==> src/rtl/ram_port_arbiter_pkg.sv <==
// Shared encodings for the two-port RAM arbiter: FSM states, port ids, op codes
// and the default abort data returned when the RAM never answers.
package ram_port_arbiter_pkg;

  typedef enum logic [1:0] {
    ST_IDLE = 2'd0,
    ST_WAIT = 2'd1
  } state_t;

  localparam logic PORT_CPU  = 1'b0;
  localparam logic PORT_LOAD = 1'b1;

  localparam logic OP_READ  = 1'b0;
  localparam logic OP_WRITE = 1'b1;

  localparam logic [31:0] DEFAULT_ABORT_DATA = 32'hdeadbeef;

endpackage

==> src/rtl/ram_arb_req_latch.sv <==
// Per-port request capture: holds one pending request (addr, wdata, op) until
// the arbiter core clears it, and flags malformed or overlapping requests.
module ram_arb_req_latch
  import ram_port_arbiter_pkg::*;
#(
  parameter int AW = 32,
  parameter int DW = 32
) (
  input  logic          clk,
  input  logic          reset,
  input  logic [AW-1:0] addr,
  input  logic [DW-1:0] wdata,
  input  logic          read_req,
  input  logic          write_req,
  input  logic          clr,
  output logic          pend,
  output logic [AW-1:0] lat_addr,
  output logic [DW-1:0] lat_wdata,
  output logic          lat_op,
  output logic          proto_err
);

  logic          pend_q, pend_d;
  logic [AW-1:0] addr_q, addr_d;
  logic [DW-1:0] wdata_q, wdata_d;
  logic          op_q, op_d;
  logic          req, busy, accept;

  always_comb begin
    req    = read_req | write_req;
    // A request arriving on the edge its predecessor completes is accepted.
    busy   = pend_q & ~clr;
    accept = req & ~busy;

    pend_d  = pend_q;
    addr_d  = addr_q;
    wdata_d = wdata_q;
    op_d    = op_q;
    if (clr) pend_d = 1'b0;
    if (accept) begin
      pend_d  = 1'b1;
      addr_d  = addr;
      wdata_d = wdata;
      op_d    = read_req ? OP_READ : OP_WRITE;
    end
    proto_err = (req & busy) | (read_req & write_req);
  end

  always_ff @(posedge clk) begin
    if (reset) pend_q <= 1'b0;
    else       pend_q <= pend_d;
  end

  always_ff @(posedge clk) begin
    addr_q  <= addr_d;
    wdata_q <= wdata_d;
    op_q    <= op_d;
  end

  assign pend      = pend_q;
  assign lat_addr  = addr_q;
  assign lat_wdata = wdata_q;
  assign lat_op    = op_q;

endmodule

==> src/rtl/ram_port_arbiter.sv <==
// Round-robin arbiter sharing one pulse-handshake RAM port between the CPU
// (port 0) and the loader/DMA (port 1), with a timeout for a silent RAM.
module ram_port_arbiter
  import ram_port_arbiter_pkg::*;
#(
  parameter int          AW         = 32,
  parameter int          DW         = 32,
  parameter int          TIMEOUT    = 255,
  parameter logic [DW-1:0] ABORT_DATA = DW'(DEFAULT_ABORT_DATA)
) (
  input  logic          clk,
  input  logic          reset,
  input  logic [AW-1:0] p0_addr,
  input  logic [DW-1:0] p0_wdata,
  input  logic          p0_read_req,
  input  logic          p0_write_req,
  output logic [DW-1:0] p0_rdata,
  output logic          p0_read_ack,
  output logic          p0_write_ack,
  input  logic [AW-1:0] p1_addr,
  input  logic [DW-1:0] p1_wdata,
  input  logic          p1_read_req,
  input  logic          p1_write_req,
  output logic [DW-1:0] p1_rdata,
  output logic          p1_read_ack,
  output logic          p1_write_ack,
  output logic [AW-1:0] mem_addr,
  output logic [DW-1:0] mem_wdata,
  output logic          mem_read_req,
  output logic          mem_write_req,
  input  logic [DW-1:0] mem_rdata,
  input  logic          mem_read_ack,
  input  logic          mem_write_ack,
  output logic          owner,
  output logic          err_proto,
  output logic          err_timeout
);

  localparam int CW = (TIMEOUT < 1) ? 1 : $clog2(TIMEOUT + 1);

  logic          pend0, pend1, op0, op1, perr0, perr1, clr0, clr1;
  logic [AW-1:0] addr0, addr1;
  logic [DW-1:0] wdata0, wdata1;

  ram_arb_req_latch #(.AW(AW), .DW(DW)) u_lat0 (
    .clk(clk), .reset(reset), .addr(p0_addr), .wdata(p0_wdata),
    .read_req(p0_read_req), .write_req(p0_write_req), .clr(clr0),
    .pend(pend0), .lat_addr(addr0), .lat_wdata(wdata0), .lat_op(op0),
    .proto_err(perr0)
  );

  ram_arb_req_latch #(.AW(AW), .DW(DW)) u_lat1 (
    .clk(clk), .reset(reset), .addr(p1_addr), .wdata(p1_wdata),
    .read_req(p1_read_req), .write_req(p1_write_req), .clr(clr1),
    .pend(pend1), .lat_addr(addr1), .lat_wdata(wdata1), .lat_op(op1),
    .proto_err(perr1)
  );

  state_t        state_q, state_d;
  logic          owner_q, owner_d, last_q, last_d, cur_op_q, cur_op_d;
  logic [CW-1:0] cnt_q, cnt_d;
  logic [AW-1:0] mem_addr_q, mem_addr_d;
  logic [DW-1:0] mem_wdata_q, mem_wdata_d;
  logic          mem_rd_q, mem_rd_d, mem_wr_q, mem_wr_d;
  logic [DW-1:0] p0_rdata_q, p0_rdata_d, p1_rdata_q, p1_rdata_d;
  logic          p0_rack_q, p0_rack_d, p0_wack_q, p0_wack_d;
  logic          p1_rack_q, p1_rack_d, p1_wack_q, p1_wack_d;
  logic          err_proto_q, err_proto_d, err_to_q, err_to_d;
  // Set when reset abandons a WAIT, so the orphaned RAM ack is swallowed quietly.
  logic          stale_q, stale_d;
  logic          grant, match, wrong, expired;
  logic [DW-1:0] rdata_val;

  always_comb begin
    state_d     = state_q;
    owner_d     = owner_q;
    last_d      = last_q;
    cur_op_d    = cur_op_q;
    cnt_d       = cnt_q;
    mem_addr_d  = mem_addr_q;
    mem_wdata_d = mem_wdata_q;
    mem_rd_d    = 1'b0;
    mem_wr_d    = 1'b0;
    p0_rdata_d  = p0_rdata_q;
    p1_rdata_d  = p1_rdata_q;
    p0_rack_d   = 1'b0;
    p0_wack_d   = 1'b0;
    p1_rack_d   = 1'b0;
    p1_wack_d   = 1'b0;
    err_proto_d = err_proto_q | perr0 | perr1;
    err_to_d    = err_to_q;
    stale_d     = stale_q;
    clr0        = 1'b0;
    clr1        = 1'b0;
    grant       = PORT_CPU;
    match       = 1'b0;
    wrong       = 1'b0;
    expired     = 1'b0;
    rdata_val   = mem_rdata;

    case (state_q)
      ST_IDLE: begin
        if (mem_read_ack | mem_write_ack) begin
          if (stale_q) stale_d = 1'b0;
          else         err_proto_d = 1'b1;
        end
        if (pend0 | pend1) begin
          grant       = (pend0 & pend1) ? ~last_q : pend1;
          owner_d     = grant;
          cur_op_d    = grant ? op1 : op0;
          mem_addr_d  = grant ? addr1 : addr0;
          mem_wdata_d = grant ? wdata1 : wdata0;
          mem_rd_d    = (cur_op_d == OP_READ);
          mem_wr_d    = (cur_op_d == OP_WRITE);
          cnt_d       = '0;
          stale_d     = 1'b0;
          state_d     = ST_WAIT;
        end
      end
      ST_WAIT: begin
        match   = (cur_op_q == OP_READ) ? mem_read_ack : mem_write_ack;
        wrong   = (cur_op_q == OP_READ) ? mem_write_ack : mem_read_ack;
        expired = (cnt_q == CW'(TIMEOUT - 1));
        if (wrong) err_proto_d = 1'b1;
        if (match | expired) begin
          rdata_val = match ? mem_rdata : ABORT_DATA;
          if (!match) err_to_d = 1'b1;
          if (owner_q == PORT_CPU) begin
            clr0      = 1'b1;
            p0_rack_d = (cur_op_q == OP_READ);
            p0_wack_d = (cur_op_q == OP_WRITE);
            if (cur_op_q == OP_READ) p0_rdata_d = rdata_val;
          end else begin
            clr1      = 1'b1;
            p1_rack_d = (cur_op_q == OP_READ);
            p1_wack_d = (cur_op_q == OP_WRITE);
            if (cur_op_q == OP_READ) p1_rdata_d = rdata_val;
          end
          last_d  = owner_q;
          state_d = ST_IDLE;
        end else begin
          cnt_d = cnt_q + 1'b1;
        end
      end
      default: state_d = ST_IDLE;
    endcase
  end

  always_ff @(posedge clk) begin
    if (reset) begin
      state_q     <= ST_IDLE;
      owner_q     <= PORT_CPU;
      last_q      <= PORT_LOAD;
      cur_op_q    <= OP_READ;
      cnt_q       <= '0;
      mem_addr_q  <= '0;
      mem_wdata_q <= '0;
      mem_rd_q    <= 1'b0;
      mem_wr_q    <= 1'b0;
      p0_rdata_q  <= '0;
      p1_rdata_q  <= '0;
      p0_rack_q   <= 1'b0;
      p0_wack_q   <= 1'b0;
      p1_rack_q   <= 1'b0;
      p1_wack_q   <= 1'b0;
      err_proto_q <= 1'b0;
      err_to_q    <= 1'b0;
      stale_q     <= stale_q | (state_q == ST_WAIT);
    end else begin
      state_q     <= state_d;
      owner_q     <= owner_d;
      last_q      <= last_d;
      cur_op_q    <= cur_op_d;
      cnt_q       <= cnt_d;
      mem_addr_q  <= mem_addr_d;
      mem_wdata_q <= mem_wdata_d;
      mem_rd_q    <= mem_rd_d;
      mem_wr_q    <= mem_wr_d;
      p0_rdata_q  <= p0_rdata_d;
      p1_rdata_q  <= p1_rdata_d;
      p0_rack_q   <= p0_rack_d;
      p0_wack_q   <= p0_wack_d;
      p1_rack_q   <= p1_rack_d;
      p1_wack_q   <= p1_wack_d;
      err_proto_q <= err_proto_d;
      err_to_q    <= err_to_d;
      stale_q     <= stale_d;
    end
  end

  assign mem_addr      = mem_addr_q;
  assign mem_wdata     = mem_wdata_q;
  assign mem_read_req  = mem_rd_q;
  assign mem_write_req = mem_wr_q;
  assign p0_rdata      = p0_rdata_q;
  assign p1_rdata      = p1_rdata_q;
  assign p0_read_ack   = p0_rack_q;
  assign p0_write_ack  = p0_wack_q;
  assign p1_read_ack   = p1_rack_q;
  assign p1_write_ack  = p1_wack_q;
  assign owner         = owner_q;
  assign err_proto     = err_proto_q;
  assign err_timeout   = err_to_q;

endmodule
==> config.mk <==
export PLATFORM = sky130hd
export DESIGN_NAME = ram_port_arbiter
export DESIGN_NICKNAME = d
export VERILOG_FILES = /design/src/rtl/ram_port_arbiter_pkg.sv /design/src/rtl/ram_arb_req_latch.sv /design/src/rtl/ram_port_arbiter.sv
export SDC_FILE = /design/constraint.sdc
export NUM_CORES = 1
export LEC_CHECK = 0
export ABC_AREA = 1
export CORE_MARGIN = 2
export CORE_UTILIZATION = 50
export DETAILED_ROUTE_END_ITERATION = 8
export GPL_TIMING_DRIVEN = 0
export MAX_ROUTING_LAYER = met4
export PLACE_DENSITY = 0.88
export SKIP_LAST_GASP = 1
export SLEW_MARGIN = 15
export SYNTH_ARGS = -nofsm -noshare
export SYNTH_HDL_FRONTEND = slang
export SYNTH_SLANG_ARGS = --single-unit
==> constraint.sdc <==
create_clock -name clk -period 12.9 [get_ports clk]
set_clock_uncertainty 0.15 [all_clocks]
set_input_delay 1.29 -clock clk [delete_from_list [all_inputs] [get_ports clk]]
set_output_delay 1.29 -clock clk [all_outputs]
set_load 0.03 [all_outputs]
# Yosys cells after proc, flatten, opt, wreduce, memory -nomap -nowiden

Cells that the tools add are included.

Latch bits: 0
Bits of input ports: 168
Memories: 0
Memory bits (writable): 0
Register bits after elaboration: 282
Word-level logic and storage cells: 114
Output and inout bits: 137
ROM bits: 0

$lt $le $gt $ge: 0
Divide/modulo/power cells: 0
Eq/ne operators: 5
Multiplexer cells: 33
Multiply operators: 0
Reductions and logical operators: 17
$add $sub $neg: 1
Bitwise logic cells: 32
Shift-type cells: 0

Operators with widths:

| cell                | number |
|---|---|
| $mux 32             | 3 |
| $mux 1              | 23 |
| $mux 8              | 2 |
| $pmux 8 s2          | 1 |
| $not 1->1           | 13 |
| $or 1x1->1          | 10 |
| $and 1x1->1         | 9 |
| $add 8x1->8 const B | 1 |
| $eq 8x8->1 const B  | 1 |
| $reduce_and 2->1    | 4 |
| $reduce_and 4->1    | 2 |
| $reduce_bool 2->1   | 4 |
| $reduce_or 4->1     | 2 |
| $ne 2x2->1 const B  | 3 |
| $reduce_and 3->1    | 2 |
| $mux 2              | 2 |
| $pmux 2 s2          | 1 |
| $reduce_bool 3->1   | 1 |
| $reduce_or 3->1     | 1 |
| $eq 2x1->1 const B  | 1 |
| $logic_not 2->1     | 1 |
| $pmux 1 s2          | 1 |

# Logic depth before layout (Yosys ltp)

Depth in word-level cells: 13
Depth in mapped cells: 12
Depth with buffers taken out: 11

# Modules after synthesis

A second synthesis with hierarchy kept.

Cell total of the unflattened synthesis: 1151
Area, all modules: 10817.9 um2

By module, submodules not included:

| module            | sequential area each (um2) | times used | cells each | area an instance (um2) |
|---|---|---|---|---|
| ram_port_arbiter  | 2992.9                     | 1          | 1003       | 6786.5 |
| ram_arb_req_latch | 1971.9                     | 2          | 74         | 2015.7 |

# Worst setup path after synthesis

No wires, ideal clock.

Path kind: input port to flip-flop
Start: input port mem_write_ack
End: register u_lat1.addr_q[0] (netlist: u_lat1.lat_addr[0]), enable pin
Setup time: 0.509 ns
Cell stages on the path: 6
Path buffers: 0
Path slack: 7.338 ns
Required time: 12.241 ns
Arrival: 4.903 ns
Cells stage by stage: inv_1 -> nand2_1 -> nand2_2 -> nand2_4 -> nand3_1 -> a21oi_1

Cells in the longest elaborated chain, start to end: 8

Ends and longest elaborated chain:

| what                 | RTL line                | source |
|---|---|---|
| start, declared      | ram_port_arbiter.sv:33  | `input logic mem_write_ack,` |
| $mux 1               | ram_port_arbiter.sv:121 | `match = (cur_op_q == OP_READ) ? mem_read_ack : mem_write_ack;` |
| $or 1x1->1           | ram_port_arbiter.sv:125 | `if (match \| expired) begin` |
| $mux 1               | ram_port_arbiter.sv:125 |  |
| $mux 1               | ram_port_arbiter.sv:101 | `case (state_q)` |
| $not 1->1            | ram_arb_req_latch.sv:32 | `busy = pend_q & ~clr;` |
| $and 1x1->1          | ram_arb_req_latch.sv:32 |  |
| $not 1->1            | ram_arb_req_latch.sv:33 | `accept = req & ~busy;` |
| $and 1x1->1          | ram_arb_req_latch.sv:33 |  |
| net u_lat1.accept    | ram_arb_req_latch.sv:27 | `logic req, busy, accept;` |
| end signal, assigned | ram_arb_req_latch.sv:55 | `addr_q <= addr_d;` |
| end, declared        | ram_arb_req_latch.sv:24 | `logic [AW-1:0] addr_q, addr_d;` |

The timed path passes the listed nets, and every way through them passes these cells.
A chain may end at the register's enable or synchronous reset.

# Worst setup path in the final report

Start: input port mem_read_ack
End: register u_lat1.wdata_q[16] (netlist: u_lat1.lat_wdata[16]), enable pin

Cells in the longest elaborated chain, start to end: 8

Ends and longest elaborated chain:

| what                 | RTL line                | source |
|---|---|---|
| start, declared      | ram_port_arbiter.sv:32  | `input logic mem_read_ack,` |
| $mux 1               | ram_port_arbiter.sv:121 |  |
| $or 1x1->1           | ram_port_arbiter.sv:125 |  |
| $mux 1               | ram_port_arbiter.sv:125 |  |
| $mux 1               | ram_port_arbiter.sv:101 |  |
| $not 1->1            | ram_arb_req_latch.sv:32 |  |
| $and 1x1->1          | ram_arb_req_latch.sv:32 |  |
| $not 1->1            | ram_arb_req_latch.sv:33 |  |
| $and 1x1->1          | ram_arb_req_latch.sv:33 |  |
| net u_lat1.accept    | ram_arb_req_latch.sv:27 |  |
| end signal, assigned | ram_arb_req_latch.sv:56 | `wdata_q <= wdata_d;` |
| end, declared        | ram_arb_req_latch.sv:25 | `logic [DW-1:0] wdata_q, wdata_d;` |

The timed path passes the listed nets, and every way through them passes these cells.

==> flow_metrics.py <==
metrics = {
    "timing": {
        "final-setup-viol-count": 0,
        "timing_max_transition_violations_final": 0,
        "setup_tns_ps": 0,
        "fmax_ghz": 0.281,
        "slew_headroom_pct": 45.1,
        "rsz0062_at_grt": "no",
        "period_utilization_pct": 27.6,
        "final_hold_viol_count": 0,
        "fin_crit_ps": 3560,
        "final.setup.worst_slack_ps": 9340,
        "worstMarginPinSlew_ps": 822,
    },
    "route": {
        "drc_errors": 0,
        "number_of_nets_with_antenna_violations_after_routing": 0,
        "first_pass_iters": 5,
        "post_drt_via_cell_ratio": 5.16,
        "wl_mm": 29.4,
        "vias": 8415,
        "count_of_routing_violations_after_the_opening_detailed_route_iteration": 572,
        "route.detailed.wl_per_inst_um": 18.0,
    },
    "clock_tree": {
        "postCtsSetupRepairBufs": 0,
        "cts.htree.levels": 1,
        "cts_tree": "yes",
        "clock_insertion_delay_worst_skew_ps": 530,
        "holdBufCountCts": 0,
        "clk_pin_slew_ps": 60,
        "clk_path_buf_depth": 3,
        "root_buffer": "clkbuf_16",
        "post_cts_resized": 0,
        "numCtsBuffers": 27,
        "tritoncts_num_sinks": 281,
    },
    "placed_design": {
        "dp_hpwl_mm": 20.8,
        "placement.setup.worst_slack_ps": 8790,
        "place.gp.congestion": 0.860,
        "dp_cells": 1582,
        "io_buffers": 303,
    },
    "setup_path": {
        "crit_family": "buffers and inverters",
        "start_kind": "input pin",
        "max_stage_delay_ps": 730,
        "cp_data_required_time_ps": 12980,
        "worst-endpoint-arrival_ps": 3640,
        "timing.critical_path.cells": "clkdlybuf4s50_1 > inv_1 > nand2_1 > nand2_2 > nand2_4 > nand3_1 > a21oi_4 > buf_16 > buf_16",
        "cp-end-kind": "flip-flop",
        "timing.critical_path.buf_inv": 4,
        "timing_worst_setup_path_type": "in -> reg",
        "cp_slowest_cell": "a21oi_4",
        "timing.critical_path.mode_cell": "buf_16",
        "critPathMaxFanout": 23,
    },
    "synth": {
        "sequential_share_of_the_synthesized_area_pct": 68.0,
        "synth-xor-area-share_pct": 0,
        "ys_types": 29,
        "synth_area_mm2": 0.0102,
        "combinational_family_with_the_most_area_after_synthesis": "simple AND/OR/NAND/NOR gates",
        "yosysWarnings": 0,
        "multiplexer_fraction_of_the_synthesized_cell_area_pct": 0,
        "postSynthAreaPerCell_um2": 10.2,
        "ys_ff_latch": 281,
        "synth_compound_gate_area_share_pct": 8.54,
        "synthAdderAreaFrac_pct": 0.245,
        "synth_fp_nets": 1174,
        "synth_simple_gate_area_share_pct": 18.0,
        "netlist_instances": 1004,
    },
    "global_routing": {
        "grt_antenna_before_repair": 0,
        "maximum_number_of_pins_on_one_net_before_global_route_repair": 24,
        "vias_in_the_first_global_route": 8550,
        "overflow": 0,
        "wire_length_of_the_first_global_routing_pass_mm": 45.1,
        "global_route.usage.total_pct": 27.4,
    },
    "outcome": {
        "run_status": "finished clean",
    },
    "cells_and_area": {
        "antennaDiodeCount": 0,
        "layout.cells.most_common": "clkdlybuf4s50_1",
        "final_cells": 1632,
        "post_route_cells_drive_above_1_share_pct": 7.34,
        "total_area_of_multi_input_combinational_cells_mm2": 0.00275,
        "ff_latch_area_mm2": 0.00694,
        "num-fill-cells": 1283,
        "most-common-layout-cells": "clkdlybuf4s50_1 (303), nor2_1 (218), nand2_1 (206), dfxtp_1 (150), edfxtp_1 (131)",
        "layout-area-overhead-vs-synth_pct": 43.0,
        "design.final.nets": 1511,
    },
    "floorplanning": {
        "coreArea_mm2": 0.0201,
        "floorplan.die_area_mm2": 0.0216,
        "dieHeight_um": 147,
        "start_util_pct": 50.8,
        "num_rows": 52,
        "pin_count": 305,
        "die_width_um": 147,
    },
    "power_and_ir_drop": {
        "peakVddDrop_uv": 135,
        "p_total_uw": 2160,
        "total_leakage_power_uw": 0.00557,
        "powerDensity_mw_per_mm2": 148,
    },
    "job": {
        "max_cap_viol_count": 0,
    },
    "worst_hold_path": {
        "timing.hold.worst.class": "reg -> reg",
    },
}
worst min-delay path, cell delays in order, from the launching register on:
cell and delay (ps):
dfxtp_1 330, nand2_1 50, o31ai_1 50
power breakdown:
part	switching (µW)	internal, µW
clock	334	431
combinational	208	148
sequential	33.6	1010
total	575	1590
logic make-up (layout without fill, tap and decap cells):
| kind of cell | after synthesis | in the layout |
|---|---|---|
| and+or+nand+nor | 457 | 457 |
| adders and majority gates | 2 | 2 |
| buffers and inverters | 123 | 481 |
| DFF | 281 | 281 |
| AOI/OAI and AO/OA | 141 | 141 |
flip-flops by register name, indices dropped and copies added (netlist names), 8 cells and up:
name and flops:
mem_wdata 32, u_lat1.lat_wdata 32, mem_addr 32, u_lat0.lat_wdata 32, p1_rdata 32, p0_rdata 32, cnt_q 8, u_lat1.lat_addr 32
u_lat0.lat_addr 32
cells in the mapped netlist:
master,instances,area [µm²]
clkbuf_1,21,78.8
nand4_2,1,12.5
a31oi_1,1,6.26
edfxtp_1,131,3930
nand2_4,1,11.3
buf_4,3,22.5
nor3b_1,1,7.51
nor3_1,5,25.0
a21oi_1,53,265
nand3_2,1,10.0
ha_1,2,25.0
nand2_1,206,773
nor2_1,218,818
inv_2,3,11.3
nor2_2,3,18.8
buf_6,5,56.3
o21ai_1,13,65.1
o31ai_1,64,480
nand3_1,9,45.0
nor3_2,10,100
a32o_1,1,10.0
dfxtp_1,150,3000
or2_2,1,6.26
buf_2,23,115
inv_1,65,244
clkinv_1,1,3.75
buf_1,2,7.51
nand2_2,1,6.26
o21ai_0,9,45.0
final cells by class:
class	count	share of cell area, %
flip-flops and latches	281	47.5
plain buffers	54	1.92
multi-input cells	600	18.9
clock inverters	15	0.780
well taps	270	2.31
clock buffers	35	5.12
repair buffers	308	21.7
inverters	69	1.77
per-stage QoR:
step | area (µm²) | utilization (%) | hold WS, ps
3_5_place_dp | 13700 | 68.3 | 293
3_3_place_gp | 13600 | 67.5 | 287
4_1_cts | 14600 | 72.6 | 310
5_1_grt | 14600 | 72.6 | 335
2_1_floorplan | 10200 | - | 279
6_report | 14600 | 72.6 | 307
worst paths after layout:
check,cells after the start,from,end,slack [ps]
setup / recovery,9,mem_read_ack,u_lat1.lat_wdata[16],9340
hold / removal,2,mem_wdata[15],mem_wdata[15],310
setup reg to reg,10,cnt_q[0],u_lat1.lat_wdata[16],10140
hold reg to reg,2,mem_wdata[15],mem_wdata[15],310
routing by layer:
layer | wire length, µm | GRT usage, % | up-vias
met5 | 0 | - | -
met4 | 905 | 9.42 | 0
met3 | 2680 | 6.99 | 71
met2 | 14800 | 47.5 | 435
met1 | 11000 | 30.9 | 3929
li1 | - | - | 3980
(Power assumes the default switching activity.)
